**src/rtl/llsc_ctrl.sv**
```systemverilog
// llsc_ctrl: MEM-stage LL/SC controller that decides SC success and drives LLbit register writes.
// Define LLSC_ADDR_CHECK_EN to enable linked-address matching and foreign-write snoop clearing.
module llsc_ctrl #(
    parameter int ADDR_W   = 32,
    parameter int DATA_W   = 32,
    parameter int GRAN_LSB = 2
) (
    input  logic              clk,
    input  logic              rst,
    input  logic              flush,
    input  logic              is_ll,
    input  logic              is_sc,
    input  logic [ADDR_W-1:0] mem_addr,
    input  logic              LLbit_i,
    input  logic              wb_LLbit_we,
    input  logic              wb_LLbit_val,
    input  logic              snoop_we,
    input  logic [ADDR_W-1:0] snoop_addr,
    input  logic              mem_ack,
    output logic              mem_we_o,
    output logic [DATA_W-1:0] sc_result_o,
    output logic              stallreq_o,
    output logic              LLbit_o,
    output logic              LLbit_we_o
);

    typedef enum logic [1:0] {IDLE, LL_WAIT, SC_WAIT} state_t;

    state_t state, state_nxt;
    logic   eff_llbit;
    logic   addr_match;
    logic   sc_ok;
    logic   ll_done;
    logic   sc_done;
    logic   snoop_hit;
    logic   pulse_q;
    logic   pulse_val_q;

    // An LLbit write still sitting in MEM/WB takes precedence over the register value.
    assign eff_llbit = wb_LLbit_we ? wb_LLbit_val : LLbit_i;
    assign sc_ok     = eff_llbit & addr_match;
    assign ll_done   = (state == LL_WAIT) && mem_ack && !flush;
    assign sc_done   = (state == SC_WAIT) && mem_ack && !flush;

`ifdef LLSC_ADDR_CHECK_EN
    logic              link_valid;
    logic [ADDR_W-1:0] link_addr;

    assign addr_match = link_valid &&
                        (mem_addr[ADDR_W-1:GRAN_LSB] == link_addr[ADDR_W-1:GRAN_LSB]);
    assign snoop_hit  = snoop_we && link_valid &&
                        (snoop_addr[ADDR_W-1:GRAN_LSB] == link_addr[ADDR_W-1:GRAN_LSB]);

    // A completing LL re-arms the link even if a snoop hits the old link in the same cycle.
    always_ff @(posedge clk) begin
        if (rst) begin
            link_valid <= 1'b0;
            link_addr  <= '0;
        end else if (flush) begin
            link_valid <= 1'b0;
        end else if (ll_done) begin
            link_valid <= 1'b1;
            link_addr  <= mem_addr;
        end else if (sc_done || snoop_hit) begin
            link_valid <= 1'b0;
        end
    end
`else
    logic unused_link_inputs;

    assign addr_match         = 1'b1;
    assign snoop_hit          = 1'b0;
    assign unused_link_inputs = ^{snoop_we, snoop_addr, mem_addr};
`endif

    always_ff @(posedge clk) begin
        if (rst) begin
            state <= IDLE;
        end else begin
            state <= state_nxt;
        end
    end

    always_comb begin
        state_nxt = state;
        if (flush) begin
            state_nxt = IDLE;
        end else begin
            unique case (state)
                IDLE: begin
                    if (is_ll) begin
                        state_nxt = LL_WAIT;
                    end else if (is_sc && sc_ok) begin
                        state_nxt = SC_WAIT;
                    end
                end
                LL_WAIT, SC_WAIT: begin
                    if (mem_ack) begin
                        state_nxt = IDLE;
                    end
                end
                default: state_nxt = IDLE;
            endcase
        end
    end

    // LLbit writes are issued one cycle after the event; a flush drops them.
    always_ff @(posedge clk) begin
        if (rst) begin
            pulse_q     <= 1'b0;
            pulse_val_q <= 1'b0;
        end else begin
            pulse_q     <= !flush && (ll_done || sc_done || snoop_hit);
            pulse_val_q <= ll_done;
        end
    end

    always_comb begin
        mem_we_o    = 1'b0;
        sc_result_o = '0;
        stallreq_o  = 1'b0;
        LLbit_o     = 1'b0;
        LLbit_we_o  = 1'b0;
        if (!rst && !flush) begin
            LLbit_we_o = pulse_q;
            LLbit_o    = pulse_q & pulse_val_q;
            unique case (state)
                IDLE: begin
                    if (is_ll) begin
                        stallreq_o = 1'b1;
                    end else if (is_sc && sc_ok) begin
                        mem_we_o   = 1'b1;
                        stallreq_o = 1'b1;
                    end
                end
                LL_WAIT: begin
                    stallreq_o = !mem_ack;
                end
                SC_WAIT: begin
                    mem_we_o       = 1'b1;
                    stallreq_o     = !mem_ack;
                    sc_result_o[0] = mem_ack;
                end
                default: ;
            endcase
        end
    end

endmodule

```
**config.mk**
```make
export PLATFORM = sky130hd
export DESIGN_NAME = llsc_ctrl
export DESIGN_NICKNAME = d
export VERILOG_FILES = /design/src/rtl/llsc_ctrl.sv
export SDC_FILE = /design/constraint.sdc
export NUM_CORES = 1
export LEC_CHECK = 0
export ABC_AREA = 1
export BUFFER_PORTS_ARGS = -buffer_cell sky130_fd_sc_hd__buf_2
export CORE_MARGIN = 10
export CORE_UTILIZATION = 26
export DETAILED_ROUTE_END_ITERATION = 10
export GPL_ROUTABILITY_DRIVEN = 0
export PLACE_DENSITY_LB_ADDON = 0.05
export SETUP_SLACK_MARGIN = 0.3
export SKIP_CTS_REPAIR_TIMING = 1
export SLEW_MARGIN = 20
export SYNTH_ARGS = -nofsm -noshare
export SYNTH_HDL_FRONTEND = slang
export SYNTH_SLANG_ARGS = --single-unit
```
**constraint.sdc**
```tcl
create_clock -name clk -period 3.4 [get_ports clk]
set_clock_uncertainty 0.05 [all_clocks]
set_input_delay 0.51 -clock clk [delete_from_list [all_inputs] [get_ports clk]]
set_output_delay 0.51 -clock clk [all_outputs]
set_load 0.01 [all_outputs]
```
## Word-level counts from Yosys, hierarchy flattened

Index checks and enable logic that the tools add are counted.

- Bits in registers: 4
- Input bits: 74
- Output and inout port bits: 36
- Word-level logic and storage cells: 39

- Eq/ne operators: 4
- Muxes and demuxes: 16
- Bitwise gates (word level): 1
- Reduce and logical (&&, ||, !) cells: 15

Operators with widths:

| operator | number |
|---|---|
| $mux 1 | 10 |
| $logic_and 1x1->1 | 7 |
| $mux 2 | 3 |
| $pmux 1 s2 | 2 |
| $pmux 2 s2 | 1 |
| $reduce_or 2->1 | 2 |
| $logic_not 1->1 | 3 |
| $ne 3x3->1 const B | 1 |
| $eq 2x1->1 const B | 1 |
| $eq 2x2->1 const B | 1 |
| $logic_not 2->1 | 1 |
| $ne 2x1->1 const B | 1 |
| $reduce_and 2->1 | 1 |
| $and 1x1->1 | 1 |
| $logic_or 1x1->1 | 1 |

## Depth between registers and ports, before layout

- Depth in word-level cells: 6
- Gate-level depth with buffers: 7
- Depth with buffers taken out: 7

## Least setup slack after synthesis

No wires, ideal clock.

- Path kind: register to output
- Start point: register state[0]
- End point: output stallreq_o
- Arrival: 1.139 ns
- Data required time: 2.840 ns
- Setup slack: 1.701 ns
- Cell stages (with the launch flop): 6
- Buffers on the path: 0
- Path through: dfxtp_1 -> inv_1 -> ha_1 -> nand2_2 -> a21boi_1 -> nor3_1

- Word-level cells in the longest chain between the ends: 4
- Elaborated cells between the ends (all ways): 6
- Those cells by class: eq/ne (2); mux (2); reduce/logical (2)

Ends and longest elaborated chain:

| item | RTL line | source |
|---|---|---|
| from (decl) | 29 | `state_t state, state_nxt;` |
| from (signal assigned) | 80 | `state <= state_nxt;` |
| $eq 2x1->1 / $eq 2x2->1 (equally long branches) | 127 | `unique case (state)` |
| $reduce_or 2->1 (no source line) | n/a |  |
| $pmux 1 s2 (*) | 127 |  |
| $mux 1 (*) | 124 | `if (!rst && !flush) begin` |
| to (decl) | 22 | `output logic stallreq_o,` |

Every way passes the cells marked *; elsewhere a longest branch is shown, timed or not.

## Final worst setup path

Same ends and word-level chain as after synthesis.

==> results.sh <==
export IMPL_grt_pass1_vias=441
export IMPL_power_frac_clock=0.406
export IMPL_worst_r2r_path_depth=5
export IMPL_portBuffers=13
export IMPL_rsz0062_at_grt="false"
export IMPL_fin_crit_ps=2036
export IMPL_critPathKind="register to output port"
export IMPL_cp_arrival_ps=1480
export IMPL_internal_power_uw=97.73
export IMPL_nNetsFinal=172
export IMPL_vdd_ir_drop_max_mv=0.07189
export IMPL_yosysWarnings=0
export IMPL_drt_iter0_markers=4
export IMPL_numCtsBuffers=3
export IMPL_min_path_cells=2
export IMPL_htreeDepth=1
export IMPL_grt_pass1_wl_mm=1.773
export IMPL_syn_to_final_growth_pct=0.2358
export IMPL_grt_max_degree=7
export IMPL_fp_coreArea_um2=1942
export IMPL_clk_latency_ps=240
export IMPL_ys_ff_latch=4
export IMPL_fp_row_count=16
export IMPL_tns_ps=0
export IMPL_min_period_over_period=0.5989
export IMPL_fmax_mhz=491.1
export IMPL_cp_cell_sequence="inv_1, ha_1, nand2_2, a21boi_1, nor3_1, buf_2"
export IMPL_grtUsageTotal=0.05229
export IMPL_synth_cells=77
export IMPL_dieArea_um2=4247
export IMPL_drt_pass1_iter_count=4
export IMPL_drv_slew=0
export IMPL_powerDensity_nw_per_um2=281.0
export IMPL_avgSynthCellArea_um2=6.890
export IMPL_seq_area_um2=80.08
export IMPL_critPathLaunchType="register"
export IMPL_die_y_um=65.17
export IMPL_final_util=0.2738
export IMPL_setup_viol=0
export IMPL_wl_per_cell_um=9.588
export IMPL_cts_tree="built"
export IMPL_clk_pin_slew_ps=40
export IMPL_seqPwrFrac=0.331
export IMPL_slowest_stage="dfxtp_1"
export IMPL_drc=0
export IMPL_io_pins=110
export IMPL_vias=398
export IMPL_status="finished clean"
export IMPL_drive_gt1_frac=0.2065
export IMPL_multi_input_area_um2=285.3
export IMPL_routed_wl_mm=1.141
export IMPL_cts_root_buf="clkbuf_4"
export IMPL_viasPerCell=3.345
export IMPL_grt_antenna_before_repair=0
export IMPL_p_sw_frac=0.3459
export IMPL_overflow=0
export IMPL_fillers=227
export IMPL_antennaDiodeCount=0
export IMPL_ys_types=16
export IMPL_initial_core_util=0.2732
export IMPL_power_switching_uw=51.67
export IMPL_synth_area_um2=530.5
export IMPL_cts_sinks=4
export IMPL_hp_class="register to register"
export IMPL_required_ps=2840
export IMPL_seq_area_frac_synth=0.1509
export IMPL_clk_path_buf_depth=2
export IMPL_ant_nets=0
export IMPL_die_x_um=65.17
export IMPL_critPathMaxFanout=4
export IMPL_finalHoldViolations=0
export IMPL_slowest_delay_ps=390
export IMPL_p_leak_nw=0.3095
export IMPL_place_hpwl_mm=1.025
export IMPL_drv_cap=0
export IMPL_power_frac_comb=0.263
export IMPL_cp_end_kind="output port"
[metal layers]
layer / up-vias / global-route usage / part of all wire
met5: - / 0 / 0
met4: 0 / 0.05615 / 0.037
met3: 4 / 0.02542 / 0.12
met2: 31 / 0.07439 / 0.41
met1: 160 / 0.05273 / 0.43
li1: 203 / - / -
[placed cells by master, fill, tap and decap left out]
master	instances
a21boi_1	1
a21oi_1	4
buf_2	13
clkbuf_4	3
clkinv_1	2
conb_1	31
dfxtp_1	4
ha_1	4
inv_1	9
inv_2	1
nand2_1	8
nand2_2	1
nand3_1	3
nand3_2	1
nand4_1	1
nor2_1	5
nor3_1	1
[final timing paths]
path         startpoint          to  slack (ps)
max reg2reg    state[0]    state[1]        2180
min reg2reg    state[1]    state[1]         460
min            state[1]    state[1]         460
max            state[0]  stallreq_o        1360
[final cells by class]
type,instances,share of cell area
well taps,27,0.06353
clock buffers,3,0.04235
repair buffers,13,0.1224
inverters,12,0.08471
multi-input cells,60,0.5365
flip-flops and latches,4,0.1506
[power by group through the flow]
stage                     clock [mW]  sequential, mW  combinational (mW)
after floorplan                    0          0.0498              0.0556
after CTS                     0.0635          0.0495              0.0379
after global placement             0          0.0503              0.0380
after global routing          0.0659          0.0496              0.0455
final                         0.0607          0.0495              0.0392
after detailed placement           0          0.0502              0.0378
[sequential cells by signal, summed over array words and instances (netlist names)]
register     flops
pulse_q          1
pulse_val_q      1
state            2
[synth_stat cells (all sizes together)]
cell type	number	share of area
a21boi	1	0.014
a21oi	4	0.038
buf	31	0.44
clkinv	2	0.014
conb	1	0.0071
dfxtp	4	0.15
ha	4	0.094
inv	10	0.071
nand2	9	0.068
nand3	4	0.047
nand4	1	0.012
nor2	5	0.035
nor3	1	0.0094
[worst max-delay path, delay by kind of cell, from the launching register on]
family / cells / cell delay (ps)
compound gates: 1 / 130
fa+ha+maj: 1 / 290
buf+inv: 2 / 240
flops: 1 / 390
simple gates: 2 / 190
[kinds of logic after synthesis]
group,synth area share
buffers and inverters,0.5236
and+or+nand+nor,0.1722
AOI/OAI and AO/OA,0.05189
adders and majority gates,0.09434
DFF,0.1509
other,0.007069
[through the flow]
stage                     power [mW]  std cells  hold WS [ps]  cell area (µm²)  worst slack [ps]
after global routing          0.1610        119         490.1            531.8              1188
after floorplan               0.1055        107         421.9            643.1              1701
final                         0.1494        119         462.6            531.8              1364
after global placement       0.08824        116         461.5            509.2              1599
after CTS                     0.1509        119         463.2            531.8              1334
after detailed placement     0.08806        116         460.2            509.2              1603
Note: power is estimated with default switching activity, not from simulation.
